==> config.mk <==
export PLATFORM = sky130hd
export DESIGN_NAME = execute_muldiv_unit
export DESIGN_NICKNAME = d
export VERILOG_FILES = /design/src/rtl/muldiv_pkg.sv /design/src/rtl/execute_muldiv_unit.sv
export SDC_FILE = /design/constraint.sdc
export NUM_CORES = 1
export LEC_CHECK = 0
export ABC_CLOCK_PERIOD_IN_PS = 16100
export CAP_MARGIN = 20
export CORE_MARGIN = 2
export CORE_UTILIZATION = 55
export CTS_BUF_LIST = sky130_fd_sc_hd__clkbuf_4 sky130_fd_sc_hd__clkbuf_8
export CTS_CLUSTER_SIZE = 24
export DETAILED_ROUTE_END_ITERATION = 16
export HOLD_SLACK_MARGIN = 0.02
export PLACE_DENSITY = 0.75
export SYNTH_ARGS = -nofsm -noshare
export SYNTH_HDL_FRONTEND = slang
export SYNTH_SLANG_ARGS = --single-unit
==> constraint.sdc <==
create_clock -name clk -period 16.1 [get_ports clk]
set_input_delay 1.61 -clock clk [delete_from_list [all_inputs] [get_ports clk]]
set_output_delay 1.61 -clock clk [all_outputs]
set_load 0.005 [all_outputs]
==> src/rtl/muldiv_pkg.sv <==
// rtl/muldiv_pkg.sv - shared op and state encodings for the iterative RV32M multiply/divide unit
package muldiv_pkg;

    typedef enum logic [2:0] {
        MUL    = 3'b000,
        MULH   = 3'b001,
        MULHSU = 3'b010,
        MULHU  = 3'b011,
        DIV    = 3'b100,
        DIVU   = 3'b101,
        REM    = 3'b110,
        REMU   = 3'b111
    } muldiv_op_t;

    typedef enum logic [1:0] {
        IDLE = 2'd0,
        CALC = 2'd1,
        DONE = 2'd2
    } muldiv_state_t;

endpackage

==> src/rtl/execute_muldiv_unit.sv <==
// rtl/execute_muldiv_unit.sv - execute-stage RV32M unit: shift-add multiply, restoring divide, one bit per cycle
module execute_muldiv_unit
    import muldiv_pkg::*;
#(
    parameter int XLEN = 32
) (
    input  logic            clk,
    input  logic            rst_n,
    input  logic            StartE,
    input  logic [2:0]      MulDivOpE,
    input  logic [XLEN-1:0] SrcAE,
    input  logic [XLEN-1:0] SrcBE,
    input  logic            FlushE,
    output logic            BusyE,
    output logic            DoneE,
    output logic [XLEN-1:0] ResultE
);
    localparam int CNT_W = $clog2(XLEN);

    muldiv_state_t     state_q, state_d;
    muldiv_op_t        op_q, op_d;
    logic [CNT_W-1:0]  cnt_q, cnt_d;
    logic [XLEN-1:0]   b_q, b_d;
    logic [2*XLEN-1:0] acc_q, acc_d;
    logic              neg_q, neg_d;
    logic              sa_q, sa_d;
    logic [XLEN-1:0]   res_q, res_d;

    muldiv_op_t      op_in;
    logic            sa_in, sb_in, div_zero, div_ovf;
    logic [XLEN-1:0] abs_a, abs_b, special_res;

    assign op_in    = muldiv_op_t'(MulDivOpE);
    assign sa_in    = (op_in inside {MULH, MULHSU, DIV, REM}) && SrcAE[XLEN-1];
    assign sb_in    = (op_in inside {MULH, DIV, REM}) && SrcBE[XLEN-1];
    assign abs_a    = sa_in ? (~SrcAE + 1'b1) : SrcAE;
    assign abs_b    = sb_in ? (~SrcBE + 1'b1) : SrcBE;
    assign div_zero = MulDivOpE[2] && (SrcBE == '0);
    assign div_ovf  = (op_in inside {DIV, REM}) && (SrcAE == {1'b1, {(XLEN-1){1'b0}}}) && (&SrcBE);

    always_comb begin
        special_res = '0;
        if (div_zero)
            special_res = MulDivOpE[1] ? SrcAE : '1;
        else if (!MulDivOpE[1])
            special_res = SrcAE;
    end

    // Multiply keeps the multiplier in the low half and shifts right; divide keeps the dividend there and shifts left.
    logic [XLEN:0]     mul_sum, div_shift, div_trial;
    logic [2*XLEN-1:0] step_acc, prod;
    logic [XLEN-1:0]   quo, rem, final_res;

    assign mul_sum   = {1'b0, acc_q[2*XLEN-1:XLEN]} + (acc_q[0] ? {1'b0, b_q} : '0);
    assign div_shift = acc_q[2*XLEN-1:XLEN-1];
    assign div_trial = div_shift - {1'b0, b_q};

    always_comb begin
        if (!op_q[2])
            step_acc = {mul_sum, acc_q[XLEN-1:1]};
        else if (!div_trial[XLEN])
            step_acc = {div_trial[XLEN-1:0], acc_q[XLEN-2:0], 1'b1};
        else
            step_acc = {div_shift[XLEN-1:0], acc_q[XLEN-2:0], 1'b0};
    end

    assign prod = neg_q ? (~step_acc + 1'b1) : step_acc;
    assign quo  = neg_q ? (~step_acc[XLEN-1:0] + 1'b1) : step_acc[XLEN-1:0];
    assign rem  = sa_q ? (~step_acc[2*XLEN-1:XLEN] + 1'b1) : step_acc[2*XLEN-1:XLEN];

    always_comb begin
        case (op_q)
            MUL:                 final_res = prod[XLEN-1:0];
            MULH, MULHSU, MULHU: final_res = prod[2*XLEN-1:XLEN];
            DIV, DIVU:           final_res = quo;
            default:             final_res = rem;
        endcase
    end

    always_comb begin
        state_d = state_q;
        op_d    = op_q;
        cnt_d   = cnt_q;
        b_d     = b_q;
        acc_d   = acc_q;
        neg_d   = neg_q;
        sa_d    = sa_q;
        res_d   = res_q;
        case (state_q)
            IDLE: begin
                if (StartE && !FlushE) begin
                    op_d  = op_in;
                    b_d   = abs_b;
                    acc_d = {{XLEN{1'b0}}, abs_a};
                    neg_d = sa_in ^ sb_in;
                    sa_d  = sa_in;
                    cnt_d = '0;
                    if (div_zero || div_ovf) begin
                        state_d = DONE;
                        res_d   = special_res;
                    end else begin
                        state_d = CALC;
                    end
                end
            end
            CALC: begin
                if (FlushE) begin
                    state_d = IDLE;
                end else begin
                    acc_d = step_acc;
                    cnt_d = cnt_q + 1'b1;
                    if (cnt_q == CNT_W'(XLEN-1)) begin
                        state_d = DONE;
                        res_d   = final_res;
                    end
                end
            end
            default: state_d = IDLE;
        endcase
    end

    always_ff @(posedge clk) begin
        if (!rst_n) begin
            state_q <= IDLE;
            op_q    <= MUL;
            cnt_q   <= '0;
            b_q     <= '0;
            acc_q   <= '0;
            neg_q   <= 1'b0;
            sa_q    <= 1'b0;
            res_q   <= '0;
        end else begin
            state_q <= state_d;
            op_q    <= op_d;
            cnt_q   <= cnt_d;
            b_q     <= b_d;
            acc_q   <= acc_d;
            neg_q   <= neg_d;
            sa_q    <= sa_d;
            res_q   <= res_d;
        end
    end

    assign BusyE   = ((state_q == IDLE) && StartE && !FlushE) || ((state_q == CALC) && !FlushE);
    assign DoneE   = (state_q == DONE);
    assign ResultE = res_q;

endmodule

==> parameters.txt <==
Parameter                              Value

Status
  Outcome    finished clean

Clock network
  CTS Buf Count    17
  Resize count post-CTS    0
  Cts-stage hold buffer count    0
  Clock net sink count    140
  Post CTS Setup Buffer Count    0
  CTS H-tree depth    4
  Max Buffers Root-to-Sink    2
  Library cell used as clock root buffer    sky130_fd_sc_hd__clkbuf_8
  Clk Latency, worst-skew pair    0.52 ns
  Reg clk slew, reported paths    0.10 ns
  Clock tree from TritonCTS    built

Critical path
  Critical path's slowest cell    sky130_fd_sc_hd__or3_1
  WS Path Type    reg -> reg
  Crit-path max FO    18
  Startpoint Class    flop
  Arrival @ worst endpoint    7.07 ns
  Critical path's most frequent cell    sky130_fd_sc_hd__or3_1
  Sum of buffers and inverters on the critical path    2
  Data required time at the worst endpoint    16.55 ns
  Chain of cells forming the critical path    inv_1, ha_1, inv_1, fa_1, a211oi_1, o211ai_1, a21oi_2, a211oi_2, or3_1, nand3_1, a21boi_0, ha_1, nand3_1, or3_1, or3_1, o41ai_1, xor2_1, o221ai_1, o211ai_1, a31oi_1
  Crit-path leading delay family    compound AO/OA/AOI/OAI gates
  Maximum single-stage delay on the critical path    0.69 ns
  CP Capture Type    flop

Synthesis
  Number of synthesized flops with an enable pin    0
  Post-Syn Nets    2386
  Netlist Area Pre-Place    15700 µm²
  Most frequently used flop master after synthesis    sky130_fd_sc_hd__dfxtp_1
  Yosys synthesis warning count    0
  #FFs+latches synth    140
  Sequential share of the synthesized area    17.8%
  Cells after Synth    2242
  Fraction of synthesis flops using an asynchronous set or reset pin    0%
  Mean instance size in the synthesized netlist    7.02 µm²
  Number of distinct library cells after synthesis    100

STA
  Final Hold Vio Count    0
  RSZ-0062 raised after global routing    false
  Number of pins exceeding their max-slew limit in the final report    0
  Layout Skew    0.0199 ns
  Actual transition at the worst max-transition pin    1.23 ns
  Share of the clock period used by the worst path    41.1%
  Total of endpoints with negative setup slack in the final report    0
  Minimum clock period    6.62 ns
  Setup TNS    0 ns
  Highest achievable clock rate    0.151 GHz
  Worst relative slew slack    17.4%
  Min Hold Slack    0.464 ns

Power
  Combinational group share of total power    40.2%
  Register share of total power    32.9%
  Proportion of power drawn by the clock network    26.9%
  Largest vdd supply drop    0.0670 mV
  Cell area power density    68.6 nW/µm²
  Internal power    663 µW
  Sw power    515 µW
  Net switching fraction of the power    43.7%
  Leakage power    6.33 nW

Final layout
  Post-synthesis to final-layout area growth    9.09%
  Commonest cells after routing, fill and taps aside    244 x sky130_fd_sc_hd__nor2_1, 233 x sky130_fd_sc_hd__nand2_1, 207 x sky130_fd_sc_hd__a21oi_1
  Number of nets at the end of the flow    2388
  Antenna cells    0
  Final standard cell utilization of the core    61.3%
  Number of fill cells in the layout    2721
  Multi-input gate area    12000 µm²
  Share of final-layout standard cells stronger than drive strength 1    5.54%
  Flip-flop and latch area    2810 µm²
  Most common library cell in the layout ignoring fill and taps    sky130_fd_sc_hd__nor2_1

Floorplanning
  Chip height    173 µm
  Ports    105
  Initial cell density of the core    56.2%
  DIE WIDTH    173 µm
  Total core area    28000 µm²
  Std-Cell Rows    61
  Die area    30000 µm²

Drt
  Post-detailed-route wirelength per cell    25.1 µm
  Violation count after the first detailed-route iteration    2882
  Via count    18371
  Initial DRT Pass Iterations    10
  Remaining antenna violation count after routing    0
  DR vias/cell    6.97
  Total wire length    66200 µm
  DRC violation count after routing    0

Global route
  Antenna violations before repair    4
  Wire length of the first global-routing pass    98500 µm
  Total congestion overflow    0
  Largest net degree at the start of global routing    88
  Vias in the first global route    16366
  Total track usage    42.3%

Place
  Final weighted congestion in routability-driven placement    1.09
  Post-DP HPWL    49700 µm
  PortBufs    104

Job
  Max-cap viol count    0

Worst hold path
  Type of the tightest min-delay check    reg -> reg
==> layer usage <==
metal,routed length [µm],track usage (%),vias to the layer above
met5,0,0,-
met4,2630,17.1,0
met3,9510,14.2,223
met2,26600,59.1,1322
met1,27400,59.1,8580
li1,-,-,8246
==> worst min-delay path: cells and delay by family (launching register included) <==
kind	cells	cell delay (ns)
flops	1	0.32
simple gates	1	0.05
compound gates	1	0.05
==> cells in the mapped netlist, types with 13 or more instances <==
| library cell | instances | area share (%) |
|---|---|---|
| sky130_fd_sc_hd__nand3_1 | 55 | 1.7 |
| sky130_fd_sc_hd__mux2_2 | 14 | 1.0 |
| sky130_fd_sc_hd__o211ai_1 | 50 | 2.4 |
| sky130_fd_sc_hd__or2_2 | 14 | 0.56 |
| sky130_fd_sc_hd__and2_1 | 46 | 1.8 |
| sky130_fd_sc_hd__clkbuf_1 | 104 | 2.5 |
| sky130_fd_sc_hd__nand2b_1 | 15 | 0.60 |
| sky130_fd_sc_hd__or3_1 | 39 | 1.6 |
| sky130_fd_sc_hd__a211oi_1 | 69 | 3.3 |
| sky130_fd_sc_hd__o221ai_1 | 13 | 0.72 |
| sky130_fd_sc_hd__a31oi_1 | 27 | 1.1 |
| sky130_fd_sc_hd__maj3_1 | 27 | 1.7 |
| sky130_fd_sc_hd__xnor2_1 | 93 | 5.2 |
| sky130_fd_sc_hd__o31ai_1 | 30 | 1.4 |
| sky130_fd_sc_hd__ha_1 | 71 | 5.6 |
| sky130_fd_sc_hd__o21ai_0 | 152 | 4.8 |
| sky130_fd_sc_hd__a221oi_1 | 17 | 0.95 |
| sky130_fd_sc_hd__a21o_1 | 25 | 1.2 |
| sky130_fd_sc_hd__nand4_1 | 28 | 1.1 |
| sky130_fd_sc_hd__a311oi_1 | 13 | 0.72 |
| sky130_fd_sc_hd__nor4_1 | 15 | 0.60 |
| sky130_fd_sc_hd__buf_2 | 16 | 0.51 |
| sky130_fd_sc_hd__nand2_1 | 233 | 5.6 |
| sky130_fd_sc_hd__dfxtp_1 | 140 | 18 |
| sky130_fd_sc_hd__a21oi_1 | 207 | 6.6 |
| sky130_fd_sc_hd__xor2_1 | 76 | 4.2 |
| sky130_fd_sc_hd__nor2_1 | 245 | 5.8 |
| sky130_fd_sc_hd__mux2i_1 | 28 | 1.8 |
| sky130_fd_sc_hd__nor3_1 | 56 | 1.8 |
| sky130_fd_sc_hd__a22oi_1 | 22 | 1.0 |
| sky130_fd_sc_hd__inv_1 | 75 | 1.8 |
==> stage by stage <==
| step | instance area (µm²) | std cells | worst slack (ns) | total power [mW] |
|---|---|---|---|---|
| 5_1_grt | 17200 | 2635 | 9.09 | 1.21 |
| 3_5_place_dp | 16800 | 2603 | 9.71 | 0.841 |
| 6_report | 17200 | 2635 | 9.48 | 1.18 |
| 2_1_floorplan | 15700 | 2242 | 10.57 | 0.691 |
| 4_1_cts | 17200 | 2635 | 9.67 | 1.15 |
| 3_3_place_gp | 16800 | 2603 | 9.90 | 0.839 |
==> layout make-up <==
cell class	count	area share (%)
Clock inverter	15	0.962
Clock buffer	17	1.36
Sequential cell	140	16.3
Timing Repair Buffer	129	7.16
Tap cell	378	2.75
Multi-Input combinational cell	1880	69.7
Inverter	76	1.67
==> path summary, 6_finish.rpt <==
| path | startpoint | to | slack, ns | cells after the start |
|---|---|---|---|---|
| max | acc_q[31] | ResultE[18] | 9.48 | 20 |
| min | ResultE[24] | ResultE[24] | 0.46 | 2 |
| max reg2reg | acc_q[31] | ResultE[18] | 9.48 | 20 |
| min reg2reg | ResultE[24] | ResultE[24] | 0.46 | 2 |
==> flip-flops by register name, indices dropped and copies added, names as in the netlist <==
signal	count
acc_q	64
ResultE	32
b_q	32
cnt_q	5
op_q	3
state_q	2
neg_q	1
sa_q	1
==> logic make-up after synthesis <==
kind of cell | count (synthesis) | synth area share, %
flops | 140 | 17.8
simple gates | 829 | 25.3
fa+ha+maj | 100 | 7.62
mux | 42 | 2.78
xor+xnor | 169 | 9.41
buf+inv | 222 | 6.26
compound gates | 740 | 30.8
==> power groups by stage <==
stage               logic, mW  registers [mW]  clock network, mW
global route            0.497           0.389              0.327
CTS                     0.449           0.386              0.315
detailed placement      0.447           0.394                  0
floorplan               0.308           0.383                  0
finish                  0.473           0.388              0.317
global placement        0.445           0.393                  0
No activity file was read; power rests on OpenSTA's default activity.
